[src/rtl/counter_pkg.sv]
// Shared constants and helpers for the pushbutton up/down counter.
// Imported by the conditioner and the counter top level.
package counter_pkg;

   localparam logic DIR_UP    = 1'b1;
   localparam logic DIR_DOWN  = 1'b0;
   localparam logic MODE_WRAP = 1'b1;
   localparam logic MODE_SAT  = 1'b0;

   function automatic int deb_cnt_w(input int deb_cycles);
      return $clog2(deb_cycles + 1);
   endfunction

endpackage

[src/rtl/pb_conditioner.sv]
// Pushbutton conditioning: 2-flop sync, debounce, and a registered
// one-cycle step pulse on each debounced press (1->0).
module pb_conditioner
   import counter_pkg::*;
#(
   parameter int DEB_CYCLES = 16
) (
   input  logic clk,
   input  logic rst,
   input  logic pb,
   output logic step
);

   localparam int CW = deb_cnt_w(DEB_CYCLES);
   localparam logic [CW-1:0] CLAST = CW'(DEB_CYCLES - 1);

   logic          s1, s2;
   logic          deb;
   logic          deb_q;
   logic [CW-1:0] cnt;

   always_ff @(posedge clk or negedge rst) begin
      if (!rst) begin
         s1 <= 1'b1;
         s2 <= 1'b1;
      end else begin
         s1 <= pb;
         s2 <= s1;
      end
   end

   // Level flips only after DEB_CYCLES back-to-back mismatches.
   always_ff @(posedge clk or negedge rst) begin
      if (!rst) begin
         deb <= 1'b1;
         cnt <= '0;
      end else if (s2 != deb) begin
         if (cnt == CLAST) begin
            deb <= s2;
            cnt <= '0;
         end else begin
            cnt <= cnt + CW'(1);
         end
      end else begin
         cnt <= '0;
      end
   end

   always_ff @(posedge clk or negedge rst) begin
      if (!rst) begin
         deb_q <= 1'b1;
         step  <= 1'b0;
      end else begin
         deb_q <= deb;
         step  <= deb_q & ~deb;
      end
   end

endmodule

[src/rtl/rst_sync.sv]
// Reset synchronizer: asserts immediately, releases two clk edges
// after the external active-low reset is removed.
module rst_sync (
   input  logic clk,
   input  logic rst,
   output logic rst_s
);

   logic [1:0] ff;

   always_ff @(posedge clk or negedge rst) begin
      if (!rst) ff <= 2'b00;
      else      ff <= {ff[0], 1'b1};
   end

   assign rst_s = ff[1];

endmodule

[src/rtl/updown_counter_mod.sv]
// Up/down counter stepped by a debounced pushbutton, with load,
// wrap/saturate mode, terminal-count pulse and limit flags.
module updown_counter_mod
   import counter_pkg::*;
#(
   parameter int WIDTH      = 7,
   parameter int MAX_VAL    = 99,
   parameter int DEB_CYCLES = 16
) (
   input  logic             clk,
   input  logic             rst,
   input  logic             pb,
   input  logic             en,
   input  logic             dir,
   input  logic             wrap,
   input  logic             load,
   input  logic [WIDTH-1:0] load_val,
   output logic [WIDTH-1:0] count,
   output logic             tc,
   output logic             at_max,
   output logic             at_min
);

   localparam logic [WIDTH-1:0] MAXV = WIDTH'(MAX_VAL);

   logic             rst_s;
   logic             step;
   logic [WIDTH-1:0] nxt;
   logic             wrp;

   rst_sync u_rst (
      .clk   (clk),
      .rst   (rst),
      .rst_s (rst_s)
   );

   pb_conditioner #(
      .DEB_CYCLES (DEB_CYCLES)
   ) u_pb (
      .clk  (clk),
      .rst  (rst_s),
      .pb   (pb),
      .step (step)
   );

   always_comb begin
      nxt = count;
      wrp = 1'b0;
      if (load) begin
         nxt = (load_val > MAXV) ? MAXV : load_val;
      end else if (step && en) begin
         if (dir == DIR_UP) begin
            if (count < MAXV) begin
               nxt = count + WIDTH'(1);
            end else if (wrap == MODE_WRAP) begin
               nxt = '0;
               wrp = 1'b1;
            end
         end else begin
            if (count != '0) begin
               nxt = count - WIDTH'(1);
            end else if (wrap == MODE_WRAP) begin
               nxt = MAXV;
               wrp = 1'b1;
            end
         end
      end
   end

   always_ff @(posedge clk or negedge rst_s) begin
      if (!rst_s) begin
         count <= '0;
         tc    <= 1'b0;
      end else begin
         count <= nxt;
         tc    <= wrp;
      end
   end

   assign at_max = (count == MAXV);
   assign at_min = (count == '0);

endmodule

[config.mk]
export PLATFORM = sky130hd
export DESIGN_NAME = updown_counter_mod
export DESIGN_NICKNAME = d
export VERILOG_FILES = /design/src/rtl/counter_pkg.sv /design/src/rtl/pb_conditioner.sv /design/src/rtl/rst_sync.sv /design/src/rtl/updown_counter_mod.sv
export SDC_FILE = /design/constraint.sdc
export NUM_CORES = 1
export LEC_CHECK = 0
export CORE_UTILIZATION = 46
export CTS_CLUSTER_SIZE = 20
export DETAILED_ROUTE_END_ITERATION = 16
export PLACE_DENSITY = 0.81
export SLEW_MARGIN = 20
export SYNTH_ARGS = -nofsm -noshare
export SYNTH_HDL_FRONTEND = slang
export SYNTH_SLANG_ARGS = --single-unit
export TNS_END_PERCENT = 30
[constraint.sdc]
create_clock -name clk -period 4.6 [get_ports clk]
set_clock_uncertainty 0.05 [all_clocks]
set_input_delay 0.69 -clock clk [delete_from_list [all_inputs] [get_ports clk]]
set_output_delay 0.69 -clock clk [all_outputs]
set_load 0.02 [all_outputs]
==> summary.txt, run 1 <==
Global routing
  • GRT Resource Usage Total: 22.2%
  • Via count of the first global-routing pass: 1,177
  • Congestion Overflow GR: 0
  • Maximum number of pins on one net before global-route repair: 19
  • Antenna violations before repair: 0
  • First-pass GRT wire length: 5.53 mm

Setup path
  • Crit-path cells: inv_1 > ha_1 > nor4b_4 > nand2_2 > inv_1 > clkdlybuf4s50_1
  • Setup slack on the worst flop-to-flop path: 2.23 ns
  • Required time of the critical path: 3.86 ns
  • R2r worst-path depth: 7
  • Setup Crit Path Kind: register to output port
  • CP max FO: 10
  • Most common cell on crit path: sky130_fd_sc_hd__inv_1
  • Critical path launch point type: register
  • Signal arrival time at the worst endpoint: 2.44 ns
  • Worst Setup End Kind: output port
  • Crit Reg-Reg Endpoint: count[4]
  • Worst reg2reg startpoint: count[0]
  • Max stage delay on crit path: 0.61 ns
  • Critical path's slowest cell: sky130_fd_sc_hd__clkdlybuf4s50_1

STA
  • Max Clk Rate: 314 MHz
  • Max transition margin: 50.6%
  • Worst-case hold slack: 0.253 ns
  • Period minus WS final: 3.18 ns
  • Setup-failing EPs final: 0
  • Final Cycle Share: 69.2%
  • Pin slew with the least headroom to its limit: 0.739 ns
  • Setup repair after global routing missed its margin: false
  • Sum of negative setup slack: 0 ns
  • Number of pins with negative max-slew slack in the final report: 0
  • Hold Violations, Final: 0

Synthesis
  • Mean cell area of the mapped netlist: 9.91 sq um
  • Number of flops mapped to enable cells by yosys: 0
  • Synth warn: 0
  • Instance count of the mapped netlist: 132
  • Fraction of synthesis flops using an asynchronous set or reset pin: 100%
  • Count of distinct cell types in the synthesized netlist: 48
  • Simple-gate portion of the synthesized area: 23.6%
  • Post-synthesis sequential area ratio: 38.6%
  • Share of Yosys cell area claimed by the top area cell type: 30.6%
  • Most frequently used flop master after synthesis: sky130_fd_sc_hd__dfrtp_1
  • Parity-gate share of the synthesized area counting xor and xnor cells: 2.68%
  • Synthesized area: 0.00131 sq mm
  • Post-synthesis mux area share: 1.72%
  • Adder and majority gate portion of the synthesized area: 3.82%
  • #FFs+latches synth: 20
  • Compound-cell area share of the yosys netlist: 21.6%
  • Synth area leader: sky130_fd_sc_hd__dfrtp_1
  • Top cells by area in the synthesized netlist: sky130_fd_sc_hd__dfrtp_1, sky130_fd_sc_hd__dfstp_2, sky130_fd_sc_hd__a2111oi_4
  • Synthesized netlist net count: 150
  • Main combinational cell family by area after synthesis: simple AND/OR/NAND/NOR gates

Die
  • Starting utilization of the core area: 50.5%
  • Die height: 55.3 microns
  • Width of the die: 55.3 microns
  • Count of standard-cell rows: 18
  • Core region area: 0.00259 sq mm
  • Top-level port count: 24
  • Area enclosed by the die boundary: 0.00306 sq mm

Finish
  • Layout Nets: 169
  • Commonest non-fill, non-tap cells in the layout: sky130_fd_sc_hd__clkdlybuf4s50_1, sky130_fd_sc_hd__dfrtp_1, sky130_fd_sc_hd__nor2_1
  • Fraction of final layout cells sized beyond drive strength 1: 13.3%
  • Area growth from synthesis to layout: 19.3%
  • Post-Route Utilization: 60.3%
  • Antenna cells: 0
  • Final design area excluding fillers: 0.00156 sq mm
  • Most common cell after layout, fill and taps aside: sky130_fd_sc_hd__clkdlybuf4s50_1

Route
  • Detailed Routing Iterations Pass 1: 4
  • Vias per Instance: 6.45
  • Via count: 1,161
  • Remaining antenna violation count after routing: 0
  • Number of remaining DRC errors: 0
  • Starting DRC count in detailed routing: 71
  • Routed WL per cell: 17.7 microns
  • Final wirelength: 3.19 mm

Clock network
  • Sinks on Clock Net: 20
  • Total CTS buffers: 3
  • CTS-repair resized insts: 0
  • Clock root buffer master: sky130_fd_sc_hd__clkbuf_4
  • Clock-pin slew reported for the worst setup and hold paths after clock tree synthesis: 0.11 ns
  • TritonCTS clock tree: yes
  • Quantity of hold-fixing buffers added after cts: 0
  • Maximum buffer depth of the clock tree: 2
  • Level count of the clock H-tree: 1
  • Latest clock arrival within the worst-skew pair: 0.29 ns
  • Number of buffers added for setup after CTS: 0

Min path
  • Class of the tightest hold or removal check: register to asynchronous set/reset pin

Placement
  • Number of port buffers: 23
  • Routability congestion estimate: 0.929
  • Post-detailed-placement half-perimeter wirelength: 2.45 mm
  • Area of placed instances: 0.00151 sq mm

Pwr
  • Clock power share: 29.6%
  • Sequential share of power: 45.8%
  • Cell Int Power: 330 uW
  • Net switching share of the total power: 29.9%
  • Power per Cell Area: 302 mW/mm^2
  • Share of total power in combinational logic: 24.5%
  • Worst IR drop on VDD: 323 uV
  • Net Sw Power: 141 uW
  • Static Leakage: 0.000637 uW

Outcome
  • Result of the run: finished clean

Job
  • Reported max-cap violation count: 0
-- state kept, by name (all words and copies together) (netlist names) --
register and count:
u_pb.s1 1, u_pb.deb_q 1, u_pb.cnt 5, u_pb.step 1
u_rst.ff 2, count 7, tc 1, u_pb.deb 1
u_pb.s2 1
-- power by group through the flow --
stage | registers [uW] | logic, uW | clock network, uW
2_1_floorplan | 212 | 76.6 | 0
3_3_place_gp | 217 | 112 | 0
3_5_place_dp | 219 | 113 | 0
4_1_cts | 216 | 114 | 143
5_1_grt | 218 | 124 | 151
6_report | 216 | 116 | 140
-- routing by layer --
| metal | GRT usage (%) | share of wire [%] |
|---|---|---|
| met2 | 35.8 | 49 |
| met4 | 8.21 | 2.4 |
| met1 | 29.3 | 41 |
| met3 | 4.45 | 7.4 |
| met5 | 0 | 0 |
-- cells by family after synthesis --
logic type               after synthesis
AO/OA/AOI/OAI                         31
XOR/XNOR                               4
adder cells (fa/ha/maj)                4
buffers and inverters                 17
flip-flops                            20
multiplexers                           2
other                                  1
AND/OR/NAND/NOR                       53
-- metrics by stage --
stage	std cells	power, uW	worst slack (ns)
final	180	471	1.42
after global routing	180	494	1.28
after CTS	180	473	1.43
after detailed placement	176	332	1.49
after global placement	176	329	1.56
after floorplan	132	289	2.43
-- how the worst max path moves through the flow --
stage,slack (ns),end,startpoint,cells after the start
after floorplan,2.43,at_min,count[0],6
after global placement,1.56,count[0],dir,6
after detailed placement,1.49,count[3],dir,6
after CTS,1.43,at_min,count[1],6
after global routing,1.28,at_min,count[1],6
final,1.42,at_min,count[0],6
-- cell usage after synthesis, drive strengths merged (2+ instances only) --
| cell | count |
|---|---|
| dfrtp | 16 |
| xor2 | 4 |
| a31oi | 4 |
| a2111oi | 2 |
| o21ai | 4 |
| nand2 | 8 |
| o32a | 2 |
| dfstp | 4 |
| mux2 | 2 |
| inv | 8 |
| and2 | 3 |
| a21oi | 2 |
| nand3 | 9 |
| o21a | 2 |
| ha | 4 |
| nor3 | 5 |
| nor2 | 11 |
| o41ai | 2 |
| or4 | 2 |
| nor2b | 3 |
| and3 | 4 |
| buf | 8 |
| a31o | 2 |
| nor4 | 2 |
| nor4b | 3 |
| a311o | 2 |
-- final cells by class --
| type | instances | area, sq um |
|---|---|---|
| Clock buffer | 3 | 22.5 |
| Clock inverter | 1 | 30.0 |
| Fill cell | 217 | 1030 |
| Inverter | 8 | 32.5 |
| Multi-Input combinational cell | 95 | 703 |
| Sequential cell | 20 | 505 |
| Tap cell | 30 | 37.5 |
| Timing Repair Buffer | 23 | 230 |
-- worst max-delay path, delay by kind of cell, from the launching register on --
kind          cells  cell delay [ns]
buf+inv           3             0.93
flops             1             0.53
simple gates      2             0.48
fa+ha+maj         1             0.21
(Power assumes the default switching activity.)
==> inputs of run 2 (changes only) <==
Settings changed: PLACE_DENSITY 0.81 to 0.83.
Clock period 4.6 ns to 2.6 ns, I/O delays scaled along.
==> run 2 against run 1 <==
  * Cell count rose by 3.9%
  * Flip-flop and latch count stayed put
  * Combinational power increased by 110%
  * Clock power increased by 27%
  * Register-to-register slack lost 1.8 ns
  * Critical path type unchanged
  * Power up 65%
  * Via count shrank 0.26%
  * Routed wire length is 2.1% lower
  * Critical path depth is 3 lower
  * Sequential power increased by 68%
==> summary.txt, run 2 (synthesized netlist as in run 1, its figures left out) <==
Outcome
  • Result of the run: finished clean

Route
  • Routed WL per cell: 16.7 microns (-5.8%)
  • Starting DRC count in detailed routing: 54 (-24%)
  • Vias per Instance: 6.19 (-4.0%)
  • Final wirelength: 3.12 mm (-2.1%)
  • Via count: 1,158 (-0.26%)
  • Detailed Routing Iterations Pass 1: 4 (unchanged)
  • Number of remaining DRC errors: 0 (unchanged)
  • Remaining antenna violation count after routing: 0 (unchanged)

Pwr
  • Worst IR drop on VDD: 552 uV (+71%)
  • Power per Cell Area: 488 mW/mm^2 (+62%)
  • Static Leakage: 0.000668 uW (+5.0%)

Clock network
  • Total CTS buffers: 3 (unchanged)
  • Clock root buffer master: sky130_fd_sc_hd__clkbuf_4
  • Clock-pin slew reported for the worst setup and hold paths after clock tree synthesis: 0.11 ns (about the same)
  • TritonCTS clock tree: yes
  • Sinks on Clock Net: 20 (unchanged)
  • Latest clock arrival within the worst-skew pair: 0.30 ns (about the same)
  • Maximum buffer depth of the clock tree: 2 (unchanged)
  • Level count of the clock H-tree: 1 (unchanged)
  • Quantity of hold-fixing buffers added after cts: 0 (unchanged)

Finish
  • Most common cell after layout, fill and taps aside: sky130_fd_sc_hd__clkdlybuf4s50_1
  • Commonest non-fill, non-tap cells in the layout: sky130_fd_sc_hd__clkdlybuf4s50_1, sky130_fd_sc_hd__dfrtp_1, sky130_fd_sc_hd__nor2_1
  • Area growth from synthesis to layout: 22.0%
  • Register containing the most flip-flops in the final layout: count
  • Registers with the highest flip-flop counts: count x7, u_pb.cnt x5, u_rst.ff x2
  • Finished Layout Cells: 187 (+3.9%)
  • Max FFs per register: 7 (unchanged)
  • Antenna cells: 0 (unchanged)
  • Fraction of final layout cells sized beyond drive strength 1: 17.2% (+3.9 points)
  • Layout Nets: 176 (+4.1%)

Placement
  • Placed Cells: 183 (+4.0%)
  • Routability congestion estimate: 0.906 (-2.5%)
  • Post-detailed-placement half-perimeter wirelength: 2.42 mm (-1.1%)
  • Number of port buffers: 23 (unchanged)

STA
  • Period minus WS final: 2.52 ns
  • Sum of negative setup slack: 0 ns (unchanged)
  • Setup-failing EPs final: 0 (unchanged)
  • Pin slew with the least headroom to its limit: 0.741 ns (+0.00199 ns)
  • Max transition margin: 50.6% (about the same)
  • Final Cycle Share: 96.8%
  • Hold Violations, Final: 0 (unchanged)
  • Max Clk Rate: 397 MHz
  • Setup repair after global routing missed its margin: false
  • Number of pins with negative max-slew slack in the final report: 0 (unchanged)

Setup path
  • Signal arrival time at the worst endpoint: 2.08 ns (-0.36 ns)
  • Largest delay share family, worst path: simple AND/OR/NAND/NOR gates
  • R2r worst-path depth: 6 (-1)
  • Crit-path cells: nor3_1 > and4_1 > clkdlybuf4s50_1
  • Max stage delay on crit path: 0.59 ns (-0.02 ns)
  • Worst Path Buf+Inv: 1 (-2)
  • Required time of the critical path: 2.16 ns (-1.70 ns)
  • Setup Crit Path Kind: register to output port
  • Cell count along the critical path: 3 (-3)
  • Critical path launch point type: register
  • Critical path's slowest cell: sky130_fd_sc_hd__clkdlybuf4s50_1
  • CP max FO: 9 (-1)
  • Worst Setup End Kind: output port

Die
  • Core region area: 0.00259 sq mm (unchanged)
  • Starting utilization of the core area: 50.5% (unchanged)
  • Area enclosed by the die boundary: 0.00306 sq mm (unchanged)
  • Count of standard-cell rows: 18 (unchanged)
  • Width of the die: 55.3 microns (unchanged)
  • Die height: 55.3 microns (unchanged)
  • Top-level port count: 24 (unchanged)

Global routing
  • Congestion Overflow GR: 0 (unchanged)
  • GRT Resource Usage Total: 22.3% (+0.10 points)
  • First-pass GRT wire length: 5.39 mm (-2.5%)
  • Maximum number of pins on one net before global-route repair: 19 (unchanged)
  • Via count of the first global-routing pass: 1,158 (-1.6%)
  • Antenna violations before repair: 0 (unchanged)

Job
  • Reported max-cap violation count: 0 (unchanged)

Min path
  • Class of the tightest hold or removal check: input pin to asynchronous set/reset pin
[run 2: worst paths after layout]
| check | start | end | slack [ns] |
|---|---|---|---|
| setup reg to reg | count[2] | count[4] | 0.45 |
| setup / recovery | count[3] | at_max | 0.08 |
| min in group clk | u_rst.ff[0] | u_rst.ff[1] | 0.31 |
| hold / removal | rst | u_rst.ff[0] | 0.18 |
| max in group asynchronous | u_rst.ff[1] | count[0] | 1.77 |
| hold reg to reg | u_rst.ff[1] | u_pb.cnt[4] | 0.26 |
[run 2: layout make-up]
class,instances,area [sq um]
fillers,214,993
repair buffers,30,282
flip-flops and latches,20,505
clock buffers,4,36.3
inverters,8,32.5
well taps,30,37.5
multi-input cells,95,703
[run 2: report_power, final]
group          switching (uW)  internal (uW)  total, uW
clock                    92.4           85.4        178
sequential               30.6            331        362
combinational             128            111        239
total                     252            527        778
[run 2: metal layers]
| layer | up-vias | global-route usage [%] | part of all wire [%] | routed length, microns |
|---|---|---|---|---|
| met2 | 45 | 37.5 | 49 | 1530 |
| li1 | 544 | - | - | - |
| met5 | - | 0 | 0 | 0 |
| met4 | 0 | 13.2 | 3.5 | 109 |
| met3 | 12 | 3.28 | 4.7 | 148 |
| met1 | 557 | 26.8 | 43 | 1340 |
[run 2: repair_timing]
item	4_1_cts	5_1_grt
setup endpoints to repair	1	0
setup buffers	0	0
gates resized for setup	1	0
[run 2: metrics by stage]
step	hold WS (ns)	worst slack [ns]	util, %	total power, uW	instance area, sq um
after floorplan	0.0444	0.476	-	511	1310
after global placement	0.242	0.261	60.3	598	1560
after detailed placement	0.276	0.203	60.3	602	1560
after CTS	0.178	0.119	61.6	779	1600
after global routing	0.171	0.0388	61.6	822	1600
final	0.183	0.0836	61.6	778	1600
